File: config.mk
export PLATFORM = sky130hd
export DESIGN_NAME = usb_rx_packet_decoder
export DESIGN_NICKNAME = d
export VERILOG_FILES = /design/src/rtl/usb_rx_packet_decoder.sv
export SDC_FILE = /design/constraint.sdc
export NUM_CORES = 1
export LEC_CHECK = 0
export ABC_AREA = 1
export CORE_ASPECT_RATIO = 0.6
export CORE_MARGIN = 4
export CORE_UTILIZATION = 64
export CTS_CLUSTER_SIZE = 8
export DETAILED_ROUTE_END_ITERATION = 12
export GPL_ROUTABILITY_DRIVEN = 0
export HOLD_SLACK_MARGIN = 0.12
export PLACE_DENSITY = 0.95
export SYNTH_ARGS = -nofsm -noshare
export SYNTH_HDL_FRONTEND = slang
export SYNTH_SLANG_ARGS = --single-unit
File: constraint.sdc
create_clock -name clock -period 5.1 [get_ports clock]
set_clock_uncertainty 0.1 [all_clocks]
set_input_delay 0.765 -clock clock [delete_from_list [all_inputs] [get_ports clock]]
set_output_delay 0.765 -clock clock [all_outputs]
set_load 0.1 [all_outputs]
File: src/rtl/usb_rx_packet_decoder.sv
// usb_rx_packet_decoder
//  Receive path for a USB D+/D- pair sampled once per clock (one line symbol
//  per clock). Hunts for SYNC, NRZI-decodes, removes stuff bits, detects EOP
//  and bus reset, and delivers LSB-first bytes with a last-byte marker.
//  Line/protocol errors raise a one-cycle strobe with a code so the upper
//  layer can drop the packet.
//
// Ports
//  clock          sample/bit clock, rising edge
//  reset_n        asynchronous active-low reset
//  J_state        line encoding of J for the current speed
//  K_state        line encoding of K for the current speed
//  usb_signals    {D+,D-} as sampled; SE0=2'b00, SE1=2'b11
//  rx_enable      low: decoder held in IDLE (bus driven locally)
//  data_out       received byte, bit 0 = first bit on the wire
//  data_out_val   one-cycle strobe, data_out valid
//  data_out_last  with data_out_val: final byte of the packet
//  rx_active      high from SYNC accept until EOP/abort/error
//  rx_error       one-cycle strobe, error_code valid
//  error_code     0 stuff, 1 SE1, 2 alignment/EOP, 3 babble
//  bus_reset_det  one-cycle strobe on the RESET_CYCLES-th consecutive SE0
module usb_rx_packet_decoder #(
  parameter int RESET_CYCLES = 16,
  parameter int IDLE_CYCLES  = 7,
  parameter int MAX_BYTES    = 64
) (
  input  logic       clock,
  input  logic       reset_n,
  input  logic [1:0] J_state,
  input  logic [1:0] K_state,
  input  logic [1:0] usb_signals,
  input  logic       rx_enable,
  output logic [7:0] data_out,
  output logic       data_out_val,
  output logic       data_out_last,
  output logic       rx_active,
  output logic       rx_error,
  output logic [1:0] error_code,
  output logic       bus_reset_det
);

  localparam int SE0_W  = $clog2(RESET_CYCLES + 1);
  localparam int IDLE_W = $clog2(IDLE_CYCLES + 1);
  localparam int BYTE_W = $clog2(MAX_BYTES + 1);

  localparam logic [SE0_W-1:0]  SE0_SAT   = SE0_W'(RESET_CYCLES);
  localparam logic [SE0_W-1:0]  SE0_LAST  = SE0_W'(RESET_CYCLES - 1);
  localparam logic [IDLE_W-1:0] IDLE_LAST = IDLE_W'(IDLE_CYCLES - 1);
  localparam logic [BYTE_W-1:0] BYTE_MAX  = BYTE_W'(MAX_BYTES);

  // Symbol classes kept in the line history
  localparam logic [1:0] C_SE0 = 2'd0;
  localparam logic [1:0] C_J   = 2'd1;
  localparam logic [1:0] C_K   = 2'd2;
  localparam logic [1:0] C_BAD = 2'd3;   // SE1 or any non-J/K code

  // K J K J K J K K, oldest symbol in the most significant position
  localparam logic [15:0] SYNC_PAT = {C_K, C_J, C_K, C_J, C_K, C_J, C_K, C_K};

  localparam logic [1:0] ERR_STUFF  = 2'd0;
  localparam logic [1:0] ERR_SE1    = 2'd1;
  localparam logic [1:0] ERR_ALIGN  = 2'd2;
  localparam logic [1:0] ERR_BABBLE = 2'd3;

  // The SYNC hunt lives in IDLE as a match on the symbol history.
  typedef enum logic [1:0] {S_IDLE, S_DATA, S_EOP, S_ERROR} state_t;

  state_t             state, state_next;
  logic [13:0]        hist;
  logic [15:0]        hist_next;
  logic [SE0_W-1:0]   se0_cnt, se0_cnt_next;
  logic [IDLE_W-1:0]  idle_cnt, idle_cnt_next;
  logic               prev_k, prev_k_next;
  logic [2:0]         ones, ones_next;
  logic [2:0]         bit_cnt, bit_cnt_next;
  logic [7:0]         shift, shift_next;
  logic [7:0]         held, held_next;
  logic               held_valid, held_valid_next;
  logic [BYTE_W-1:0]  byte_cnt, byte_cnt_next;
  logic [1:0]         eop_cnt, eop_cnt_next;
  logic               pend_err, pend_err_next;
  logic [7:0]         data_out_next;
  logic               val_next, last_next, active_next, err_next, bus_reset_next;
  logic [1:0]         code_next;

  logic [1:0]         cls;
  logic               rx_bit;
  logic [7:0]         new_byte;
  logic               reset_hit;
  logic               go_err;
  logic [1:0]         go_code;

  always_comb begin
    if (usb_signals == 2'b00)         cls = C_SE0;
    else if (usb_signals == 2'b11)    cls = C_BAD;
    else if (usb_signals == J_state)  cls = C_J;
    else if (usb_signals == K_state)  cls = C_K;
    else                              cls = C_BAD;
  end

  // NRZI: no transition is a one
  assign rx_bit    = ((cls == C_K) == prev_k);
  assign new_byte  = {rx_bit, shift[7:1]};
  assign reset_hit = (cls == C_SE0) && (se0_cnt == SE0_LAST);

  always_ff @(posedge clock or negedge reset_n) begin
    if (!reset_n) begin
      state         <= S_IDLE;
      hist          <= '0;
      se0_cnt       <= '0;
      idle_cnt      <= '0;
      prev_k        <= 1'b0;
      ones          <= '0;
      bit_cnt       <= '0;
      shift         <= '0;
      held          <= '0;
      held_valid    <= 1'b0;
      byte_cnt      <= '0;
      eop_cnt       <= '0;
      pend_err      <= 1'b0;
      data_out      <= '0;
      data_out_val  <= 1'b0;
      data_out_last <= 1'b0;
      rx_active     <= 1'b0;
      rx_error      <= 1'b0;
      error_code    <= '0;
      bus_reset_det <= 1'b0;
    end else begin
      state         <= state_next;
      hist          <= hist_next[13:0];
      se0_cnt       <= se0_cnt_next;
      idle_cnt      <= idle_cnt_next;
      prev_k        <= prev_k_next;
      ones          <= ones_next;
      bit_cnt       <= bit_cnt_next;
      shift         <= shift_next;
      held          <= held_next;
      held_valid    <= held_valid_next;
      byte_cnt      <= byte_cnt_next;
      eop_cnt       <= eop_cnt_next;
      pend_err      <= pend_err_next;
      data_out      <= data_out_next;
      data_out_val  <= val_next;
      data_out_last <= last_next;
      rx_active     <= active_next;
      rx_error      <= err_next;
      error_code    <= code_next;
      bus_reset_det <= bus_reset_next;
    end
  end

  always_comb begin
    state_next      = state;
    hist_next       = {hist, cls};
    idle_cnt_next   = idle_cnt;
    prev_k_next     = prev_k;
    ones_next       = ones;
    bit_cnt_next    = bit_cnt;
    shift_next      = shift;
    held_next       = held;
    held_valid_next = held_valid;
    byte_cnt_next   = byte_cnt;
    eop_cnt_next    = eop_cnt;
    pend_err_next   = pend_err;
    data_out_next   = data_out;
    val_next        = 1'b0;
    last_next       = 1'b0;
    err_next        = 1'b0;
    code_next       = error_code;
    bus_reset_next  = 1'b0;
    go_err          = 1'b0;
    go_code         = ERR_STUFF;

    // Saturating SE0 run length; the strobe fires only on the exact count
    if (cls != C_SE0)           se0_cnt_next = '0;
    else if (se0_cnt != SE0_SAT) se0_cnt_next = se0_cnt + SE0_W'(1);
    else                         se0_cnt_next = se0_cnt;

    case (state)
      S_IDLE: begin
        if (hist_next == SYNC_PAT) begin
          state_next      = S_DATA;
          prev_k_next     = 1'b1;
          ones_next       = '0;
          bit_cnt_next    = '0;
          byte_cnt_next   = '0;
          held_valid_next = 1'b0;
        end
      end

      S_DATA: begin
        if (cls == C_SE0) begin
          state_next   = S_EOP;
          eop_cnt_next = 2'd1;
        end else if (cls == C_BAD) begin
          go_err  = 1'b1;
          go_code = ERR_SE1;
        end else begin
          prev_k_next = (cls == C_K);
          if (ones == 3'd6) begin
            // Stuff position: a zero is dropped, a one is a stuff error
            if (rx_bit) begin
              go_err  = 1'b1;
              go_code = ERR_STUFF;
            end else begin
              ones_next = '0;
            end
          end else begin
            ones_next  = rx_bit ? ones + 3'd1 : 3'd0;
            shift_next = new_byte;
            if (bit_cnt == 3'd7) begin
              bit_cnt_next = '0;
              if (byte_cnt == BYTE_MAX) begin
                go_err  = 1'b1;
                go_code = ERR_BABBLE;
              end else begin
                // One-byte holding stage so the final byte can carry "last"
                held_next       = new_byte;
                held_valid_next = 1'b1;
                byte_cnt_next   = byte_cnt + BYTE_W'(1);
                if (held_valid) begin
                  data_out_next = held;
                  val_next      = 1'b1;
                end
              end
            end else begin
              bit_cnt_next = bit_cnt + 3'd1;
            end
          end
        end
      end

      S_EOP: begin
        case (cls)
          C_SE0: begin
            if (eop_cnt == 2'd1) begin
              eop_cnt_next = 2'd2;
            end else begin
              // Third SE0: the alignment error is only reported if the run
              // ends short of a bus reset, so a reset never carries rx_error.
              state_next      = S_ERROR;
              held_valid_next = 1'b0;
              idle_cnt_next   = '0;
              pend_err_next   = 1'b1;
            end
          end
          C_J: begin
            state_next      = S_IDLE;
            held_valid_next = 1'b0;
            if (held_valid) begin
              data_out_next = held;
              val_next      = 1'b1;
              last_next     = 1'b1;
            end
            if (bit_cnt != 3'd0) begin
              err_next  = 1'b1;
              code_next = ERR_ALIGN;
            end
          end
          C_K: begin
            go_err  = 1'b1;
            go_code = ERR_ALIGN;
          end
          default: begin
            go_err  = 1'b1;
            go_code = ERR_SE1;
          end
        endcase
      end

      S_ERROR: begin
        if (cls == C_J) begin
          if (idle_cnt == IDLE_LAST) begin
            state_next    = S_IDLE;
            idle_cnt_next = '0;
          end else begin
            idle_cnt_next = idle_cnt + IDLE_W'(1);
          end
        end else begin
          idle_cnt_next = '0;
        end
        if (pend_err && (cls != C_SE0)) begin
          err_next      = 1'b1;
          code_next     = ERR_ALIGN;
          pend_err_next = 1'b0;
        end
      end

      default: state_next = S_IDLE;
    endcase

    // Errors are only raised from non-ERROR states, so only the first
    // error of a packet ever strobes.
    if (go_err) begin
      state_next      = S_ERROR;
      held_valid_next = 1'b0;
      idle_cnt_next   = '0;
      err_next        = 1'b1;
      code_next       = go_code;
    end

    if (reset_hit) begin
      state_next      = S_IDLE;
      held_valid_next = 1'b0;
      pend_err_next   = 1'b0;
      val_next        = 1'b0;
      last_next       = 1'b0;
      err_next        = 1'b0;
      bus_reset_next  = 1'b1;
    end

    if (!rx_enable) begin
      state_next      = S_IDLE;
      held_valid_next = 1'b0;
      pend_err_next   = 1'b0;
      val_next        = 1'b0;
      last_next       = 1'b0;
      err_next        = 1'b0;
      bus_reset_next  = 1'b0;
      hist_next       = '0;
      se0_cnt_next    = '0;
    end

    active_next = (state_next == S_DATA) || (state_next == S_EOP);
  end

endmodule

==> Word-level counts from Yosys, hierarchy flattened <==
Index checks and enable logic that the tools add are counted.
{ "op_classes": {"reduce_logical": 24, "n_eq_ne": 50, "addsub": 5, "bitwise_logic": 4, "n_mux": 119} }
{ "ops": {"columns": ["cell", "n"], "rows": [
  ["8-bit 2-to-1 mux", 7],
  ["1-bit 2-to-1 mux", 46],
  ["2-bit 2-to-1 mux", 23],
  ["3-bit 2-to-1 mux", 15],
  ["7-bit 2-to-1 mux", 6],
  ["5-bit != test (second input constant)", 7],
  ["2-bit != test (second input constant)", 10],
  ["2-bit one-hot mux with 2 select lines", 5],
  ["4-bit AND reduction", 5],
  ["3-bit != test (second input constant)", 6],
  ["3-bit one-hot mux with 2 select lines", 3],
  ["16-bit == test (second input constant)", 1],
  ["8-bit one-hot mux with 2 select lines", 1],
  ["5-bit 2-to-1 mux", 3],
  ["14-bit 2-to-1 mux", 1],
  ["7-bit one-hot mux with 2 select lines", 1],
  ["7-bit AND reduction", 2],
  ["2-bit == test (second input constant)", 6],
  ["4-bit != test (second input constant)", 3],
  ["6-bit != test (second input constant)", 2],
  ["1-bit one-hot mux with 2 select lines", 6],
  ["5-bit AND reduction", 2],
  ["3-bit by 1-bit adder with 3-bit output (second input constant)", 3],
  ["3-bit == test (second input constant)", 3],
  ["other kinds (22)", 35]
]} }
{ "word_totals": {"regBits": 73, "output_inout_bits": 15, "wordCells": 222, "inputBits": 9} }

==> Longest topological paths before layout <==
Gate-level depths: netlist of run 1.
{ "depth": {"ltp_word": 17, "ltp_mapped": 15, "depth_no_buf": 15} }

==> Least setup slack after synthesis of run 1 <==
OpenSTA, ideal clock, no wires.
{ "synth_timing": {"kind": "input -> register", "start": "input J_state[0]", "end": "register data_out[6]", "cell_stages": 13, "arrival_time_ps": 1895, "setup_ps": 121, "path_buffers": 1, "required_time_ps": 4879, "slack_ps": 2984, "path_cell_list": "inv_1 > nand2_1 > nand2_1 > nand3_4 > nor2_4 > inv_2 > nand2_4 > a21oi_4 > inv_2 > nand4_4 > buf_8 > nand2_2 > o21ai_2"} }
{ "synth_between": {"elab_chain_cells": 7, "elab_cells_between_ends": 11, "cone_classes": "eq/ne: 6; mux: 3; reduce/logical: 2"} }
{ "synth_lines": {"columns": ["element", "line_no", "source"], "rows": [
  ["start, declared", "29", "input logic [1:0] J_state,"],
  ["2-bit == test (*)", "96", "else if (usb_signals == J_state) cls = C_J;"],
  ["2-bit 2-to-1 mux (*)", "96", null],
  ["2-bit 2-to-1 mux (*)", "95", "else if (usb_signals == 2'b11) cls = C_BAD;"],
  ["2-bit 2-to-1 mux (*)", "94", "if (usb_signals == 2'b00) cls = C_SE0;"],
  ["2-bit by 1-bit == test with 1-bit output (tied with other cells)", "234", "case (cls)"],
  ["2-bit != test (no line)", null, null],
  ["7-bit AND reduction (no line) (*)", null, null],
  ["end signal, assigned", "142", "data_out <= data_out_next;"],
  ["end, declared", "33", "output logic [7:0] data_out,"]
]} }
Mark *: on every way between the ends. The rest lies on a longest branch, timed or not.
A chain may end at the register's enable or synchronous reset.

==> Worst setup path after layout of run 1 <==
{ "layout_timing": {"start": "input rx_enable", "end": "register held_valid"} }
{ "layout_between": {"elab_chain_cells": 2, "elab_cells_between_ends": 11, "cone_classes": "eq/ne: 9; mux: 1; reduce/logical: 1"} }
{ "layout_lines": {"columns": ["element", "line_no", "source"], "rows": [
  ["start, declared", "32", "input logic rx_enable,"],
  ["6-bit by 1-bit != test with 1-bit output (no line) (tied with other cells)", null, null],
  ["9-bit AND reduction (no line)", null, null],
  ["end signal, assigned", "138", "held_valid <= held_valid_next;"],
  ["end, declared", "78", "logic held_valid, held_valid_next;"]
]} }
Several ways; a longest one is shown, not always the timed one.

==> metrics, run 1 <==
outcome finished clean; GRT Util Overall around a quarter; synth-to-layout area growth 13.51%; CP Buf/Inv Count 4; biggest area consumer among synthesized cells dfrtp_1; Max Cap Viol 0; critical path data arrival time a little under 3000 ps; synth warn 0; final setup TNS 0 ps; required time worst endpoint around 5200 ps; number of global-route vias before repair slightly above 3000; initial antenna violation count 0; crit-path max cell delay about 740 ps; dpl hpwl about 6.3 mm; worst setup path end held_valid; crit path max-delay cell type clkdlybuf4s50_1; Worst-Skew Late Latency about 350 ps; #FFs+latches synth ~70; max-slew violations 0; DP Worst Slack 2095 ps; top_reg_cell synth dfrtp_1; Synth Area in Compound Gates between 10% and 20%; final worst slack roughly 2300 ps; Horiz. Die Dim between 100 and 150 um; EDFF count, synth 0; Pint ~1100 uW; final setup fails 0; Distinct cells, synth 42; WP depth 10; RR Startpoint state[1]; syn_area_per_cell 8.528 sq um; Antenna Cells 0; Setup crit start kind input port; Routed Antenna Nets 0; GR Overflow Total 0; Max VDD drop 317.4 uV; Non-Filler Instances about 570; XOR/XNOR Fraction of Synth Area under 10%; Critical Path, Cell by Cell clkdlybuf4s50_1 > inv_1 > a21oi_1 > inv_1 > a21oi_1 > nand3_1 > nand3_1 > nand2_1 > nand2_1 > inv_1; achievable clock frequency between 300 and 400 MHz; Crit path max-delay family buffers and inverters; largest net degree at the start of global routing 73; CP endpoint kind flop; clock buffer depth 2; Hold Fails Final Rpt 0; Synth async-reset ratio 100.0%; post_cts resized 0; Die Y just under 70 um; sequential fraction of the synthesis area 46.33%; DR vias/cell between 5 and 6; Final Net Count approximately 510; Post-Synth Adder-Cell Area 4.505%; cell mode on critical path inv_1; Port Buffers 23; syn_nets about 480; Hold WS 360.1 ps; DIE AREA between 7000 and 8000 sq um; Avg WL per Cell between 15 and 20 um; Fillers between 400 and 500; first-pass GRT wire length 14.63 mm; DR iter-0 viols about 420; Num CTS Buffers 9; top-area cell type share of the netlist area between 40% and 50%; IO Count 24; R2R Path End rx_active; worst rel slew slack roughly a third; Sequential Power Share between 30% and 40%; largest family of logic cells by synthesized area simple AND/OR/NAND/NOR gates; kind of critical path in -> reg; initial core utilization roughly 68%; minimum clock period 2766 ps; combinational share of power between 30% and 40%; Util after Layout between 70 and 80%; Synth Area in Simple Gates 24.49%; Hold Path Class reg -> reg; CP startpoint rx_enable; post-CTS setup buffer count 0; sw frac a little under two fifths; Tightest Pin Transition 986.1 ps; Sw Pwr approximately 670 uW; CTS Root Cell clkbuf_8; Residual DRC 0; mapped cell area roughly 3900 sq um; DP Cell Count ~560; Area contributors post-synth dfrtp_1, nand2_1, inv_1; CP Max Fanout 14; CTS tree built; detailed-route via count roughly 3200; Post-Route WL between 8 and 9 mm; share of cells above drive strength 1 14.26%; drt first pass iters 7; Final period util 54.23%; Clock Sinks 72; Pwr Density roughly 400 nW/um^2; # rows 21; core footprint approximately 5700 sq um; RSZ-0062 raised after global routing no; multiplexer area fraction after synthesis 0%; Clock power frac about 28%; Post-Synthesis Cells ~460; reg2reg setup slack 2550 ps; CTS H-tree lvls 3; R2R cell count 14; Hold-fix buffers, CTS 0; clock slew at reported path FFs around 80 ps; Leak about 0.0021 uW
==> cells by family after synthesis <==
kind of cell,after synthesis
simple gates,190
buf+inv,98
compound gates,77
flops,72
fa+ha+maj,14
xor+xnor,5
==> sequential cells by signal, summed over array words and instances (netlist names) <==
signal and flops:
prev_k 1, rx_error 1, bit_cnt 3, hist 14, data_out_last 1, held_valid 1, eop_cnt 2, se0_cnt 5
data_out 8, data_out_val 1, state 2, shift 7, pend_err 1, rx_active 1, error_code 2, byte_cnt 7
ones 3, held 8, idle_cnt 3, bus_reset_det 1
==> routing by layer <==
layer	global-route usage [%]	routed length (um)	vias up
li1	-	-	1508
met1	34.19	3678	1498
met2	41.85	4015	155
met3	8.483	843	21
met4	8.189	137	0
met5	0	0	-
==> worst register-to-register path, stage by stage (launching register included) <==
cell and delay [ps]:
dfrtp_1 420, inv_1 110, ha_1 210, inv_1 410
nor2_1 200, nand3_1 130, nand2_1 60, nand2_1 80
nand2_1 60, nand2_1 120, nand2_2 140, inv_2 140
nand2_1 70, nand3_1 100, nand2_1 90
==> synth_stat cells, types with 2 or more instances <==
library cell and n:
inv_2 6, dfrtp_1 72, nand3_2 5, a211oi_1 4
inv_1 85, xor2_1 4, o22ai_1 3, nor2_1 31
o21ai_1 2, a31oi_1 2, clkbuf_1 4, a21oi_1 13
o21ai_2 11, o21a_1 2, ha_1 14, nor2_8 2
nand2_4 3, a21oi_4 2, nand3_1 23, o31ai_2 3
nor4_1 4, nand4_1 5, or2_2 2, nor3_1 2
o211ai_1 2, o21ai_0 28, nor2_4 3, nand2_1 100
nand2_2 6
==> through the flow <==
step	area (sq um)	power (uW)
floorplan	3889	1102
global placement	4194	1206
detailed placement	4194	1243
CTS	4414	1738
global route	4414	1830
finish	4414	1742
==> power by group through the flow <==
stage | combinational (uW) | sequential [uW] | clock (uW)
after floorplan | 330 | 772 | 0
after global placement | 512 | 694 | 0
after detailed placement | 541 | 702 | 0
after CTS | 546 | 691 | 501
after global routing | 602 | 700 | 527
final | 553 | 692 | 497
==> area by class of cell <==
type	instances	area, sq um	share of cell area, %
Clock inverter	7	96.34	2.183
Inverter	92	357.8	8.107
Multi-Input combinational cell	286	1694	38.38
Timing Repair Buffer	25	240.2	5.442
Sequential cell	72	1802	40.82
Tap cell	80	100.1	2.268
Clock buffer	9	123.9	2.806
==> worst min path at each step <==
| stage | depth (start not counted) | start | end |
|---|---|---|---|
| floorplan | 2 | hist[11] | hist[13] |
| global placement | 2 | hist[1] | hist[3] |
| detailed placement | 2 | hist[1] | hist[3] |
| CTS | 2 | hist[1] | hist[3] |
| global route | 2 | hist[5] | hist[7] |
| finish | 2 | hist[1] | hist[3] |
==> cells in the final DEF, fill, tap and decap left out, types with 2 or more instances in the layout <==
cell             instances
clkinv_2                 2
a21oi_1                 13
nand3_2                  5
clkbuf_8                 9
nand2_1                100
o22ai_1                  3
a211oi_1                 4
o21ai_0                 28
nor2_1                  31
nor2_8                   2
clkdlybuf4s50_1         22
nand3_1                 23
ha_1                    14
a21oi_4                  2
or2_2                    2
nor3_1                   2
a31oi_1                  2
o21ai_2                 11
inv_2                    6
o211ai_1                 2
inv_1                   85
o21a_1                   2
clkinv_4                 3
nand4_1                  5
nand2_4                  3
dfrtp_1                 72
nand2_2                  6
o31ai_2                  3
nor4_1                   4
buf_4                    2
nor2_4                   3
o21ai_1                  2
bufinv_16                2
xor2_1                   4
No activity file was read; power rests on OpenSTA's default activity.
==> inputs of run 2 (changes only) <==
--- a/config.mk
+++ b/config.mk
@@ -8,12 +8,12 @@
 export ABC_AREA = 1
 export CORE_ASPECT_RATIO = 0.6
 export CORE_MARGIN = 4
-export CORE_UTILIZATION = 64
+export CORE_UTILIZATION = 54
 export CTS_CLUSTER_SIZE = 8
 export DETAILED_ROUTE_END_ITERATION = 12
 export GPL_ROUTABILITY_DRIVEN = 0
 export HOLD_SLACK_MARGIN = 0.12
-export PLACE_DENSITY = 0.95
+export PLACE_DENSITY = 0.87
 export SYNTH_ARGS = -nofsm -noshare
 export SYNTH_HDL_FRONTEND = slang
 export SYNTH_SLANG_ARGS = --single-unit
==> constraint.sdc (replaced) <==
create_clock -name clock -period 2.3 [get_ports clock]
set_clock_uncertainty 0.1 [all_clocks]
set_input_delay 0.345 -clock clock [delete_from_list [all_inputs] [get_ports clock]]
set_output_delay 0.345 -clock clock [all_outputs]
set_load 0.1 [all_outputs]
==> run 2 against run 1 <==
Clock power grew to 3.2 times the previous value. Register-to-register slack worse by 2400 ps. Power grew to 2.5 times the previous value. Sequential power is 120% higher. Critical path depth is 1 lower. Clock-buffer cell count is 2 higher. Global-route usage is 4.7 points lower. Combinational power is 140% higher. Final cell count is 6.3% higher. Critical path type is now reg -> reg. Critical endpoint is now error_code[0]. Largest cell class unchanged.
==> metrics, run 2 (same netlist as run 1, synthesis figures left out) <==
Hold Path Class reg -> reg; sw frac 34.38% (-4.0 points); final worst slack 138.5 ps (-2196 ps); Post-Route WL 8.397 mm (-3.2%); GR Overflow Total 0 (unchanged); met2 Use GR 32.42% (-9.4 points); initial core utilization 57.02% (-11 points); Setup crit start kind flop; most frequent cells in the layout nand2_1, inv_1, dfrtp_1; core footprint 6820 sq um (+19%); CP Max Fanout 4 (-10); CTS H-tree lvls 3 (unchanged); Horiz. Die Dim 117.6 um (+8.2%); kind of critical path reg -> reg; final setup TNS 0 ps (unchanged); Clock power frac 35.8% (+7.3 points); Clock Sinks 72 (unchanged); Util after Layout 69.90% (-7.2 points); drt first pass iters 5 (-2); DP Worst Slack -205.0 ps (-2300 ps); worst rel slew slack 69.30% (+35 points); Final period util a little over nine tenths; Biggest register hist; synth-to-layout area growth 22.59%; initial antenna violation count 0 (unchanged); FF+latch area 1802 sq um (unchanged); Leak 0.002354 uW (+11%); Routed Antenna Nets 0 (unchanged); Worst-Skew Late Latency 330 ps (-20 ps); Die Y 73.73 um (+7.8%); CTS Root Cell clkbuf_16; Sequential Power Share 34.7% (-5.0 points); Tot Pwr 4416 uW (+150%); area taken by multi-input logic gates 1712 sq um (+1.0%); DR iter-0 viols 272 (-35%); Sw Pwr 1518 uW (+130%); GRT Util Overall 21.40% (-4.7 points); max reg flops 14 (unchanged); Pint 2898 uW (+170%); Num CTS Buffers 9 (unchanged); critical path data arrival time 2280 ps (-630 ps); Antenna Cells 0 (unchanged); Fillers 501 (+22%); achievable clock frequency 462.6 MHz; Max VDD drop 609.5 uV (+92%); clock slew at reported path FFs 60 ps (-20 ps); Final Net Count 538 (+5.7%); Tightest Pin Transition 460.5 ps (-525.6 ps); Residual DRC 0 (unchanged); Max Cap Viol 0 (unchanged); final setup fails 0 (unchanged); max-slew violations 0 (unchanged); combinational share of power 29.4% (-2.4 points); clock buffer depth 2 (unchanged); met1 usage in global routing 28.58% (-5.6 points); share of cells above drive strength 1 21.92% (+7.7 points); required time worst endpoint 2420 ps (-2820 ps); first-pass GRT wire length 14.54 mm (-0.62%); DR vias/cell 5.366 (-3.7%); dpl hpwl 6.365 mm (+0.54%); Avg WL per Cell 13.83 um (-8.9%); met3 GRT Util 7.615% (-0.87 points); Hold Fails Final Rpt 0 (unchanged); Port Buffers 23 (unchanged); outcome finished clean; CP endpoint kind flop; commonest non-fill, non-tap cell in the layout nand2_1; IO Count 24 (unchanged); CTS tree built; most used routing layer met2; largest registers hist: 14 flops, data_out: 8 flops, held: 8 flops; largest net degree at the start of global routing 38 (-48%); DIE AREA 8667 sq um (+17%); Pwr Density 926.3 nW/um^2 (+130%); number of global-route vias before repair 3125 (+0.48%); # rows 23 (+9.5%); minimum clock period about 2200 ps; detailed-route via count 3257 (+2.4%)
## run 2: cell count changes in the layout (fill, tap and decap cells not counted), moves of 2 or more
cell	delta
buf_12	+2
buf_4	+41
clkbuf_1	+2
clkbuf_16	+9
clkbuf_8	-9
clkdlybuf4s50_1	-16
clkinv_4	-3
ha_1	-2
ha_2	+2
## run 2: area by class of cell
type | count | area share (%)
Clock buffer | 11 | 4.882
Timing Repair Buffer | 54 | 9.449
Inverter | 92 | 7.507
Tap cell | 87 | 2.283
Sequential cell | 72 | 37.80
Clock inverter | 5 | 2.178
Multi-Input combinational cell | 286 | 35.91
## run 2: path summary, 6_finish.rpt
| check | from | endpoint | slack, ps | cells after the start |
|---|---|---|---|---|
| max in group asynchronous | reset_n | se0_cnt[0] | 1070 | 3 |
| hold / removal | hist[10] | hist[12] | 360 | 2 |
| min in group asynchronous | reset_n | hist[6] | 400 | 2 |
| setup reg to reg | state[0] | error_code[0] | 140 | 9 |
| hold reg to reg | hist[10] | hist[12] | 360 | 2 |
| setup / recovery | state[0] | error_code[0] | 140 | 9 |
## run 2: timing repair
action                                  CTS  global route
resized for setup                         0             7
buffers inserted                          0             1
hold buffers                              1             0
endpoints found under the setup margin    0            16
hold endpoints to repair                 16             0
## run 2: per-stage QoR
step | instance area (sq um) | std cells | hold WS [ps]
after floorplan | 3889 | 456 | -50.59
after global placement | 4380 | 589 | 208.0
after detailed placement | 4380 | 589 | 212.7
after CTS | 4727 | 606 | 361.0
after global routing | 4767 | 607 | 386.7
final | 4767 | 607 | 360.0
## run 2: worst max-delay path, cell delays in order, from the launching register on
cell and delay (ps):
dfrtp_1 430, inv_1 110, ha_2 250, inv_1 100
nor2_1 150, inv_1 90, a211oi_1 250, buf_4 160
o21ai_0 130, a31o_2 280
## run 2: power by group through the flow
stage	combinational, uW	clock (uW)	sequential, uW
2_1_floorplan	732	0	1710
5_1_grt	1420	1660	1550
3_5_place_dp	1270	0	1550
6_report	1300	1580	1530
4_1_cts	1280	1600	1530
3_3_place_gp	1210	0	1540
## run 2: routing by layer
metal,up-vias,part of all wire [%]
met5,-,0
met4,0,2.3
met3,25,8.9
met2,138,44
met1,1524,45
li1,1570,-
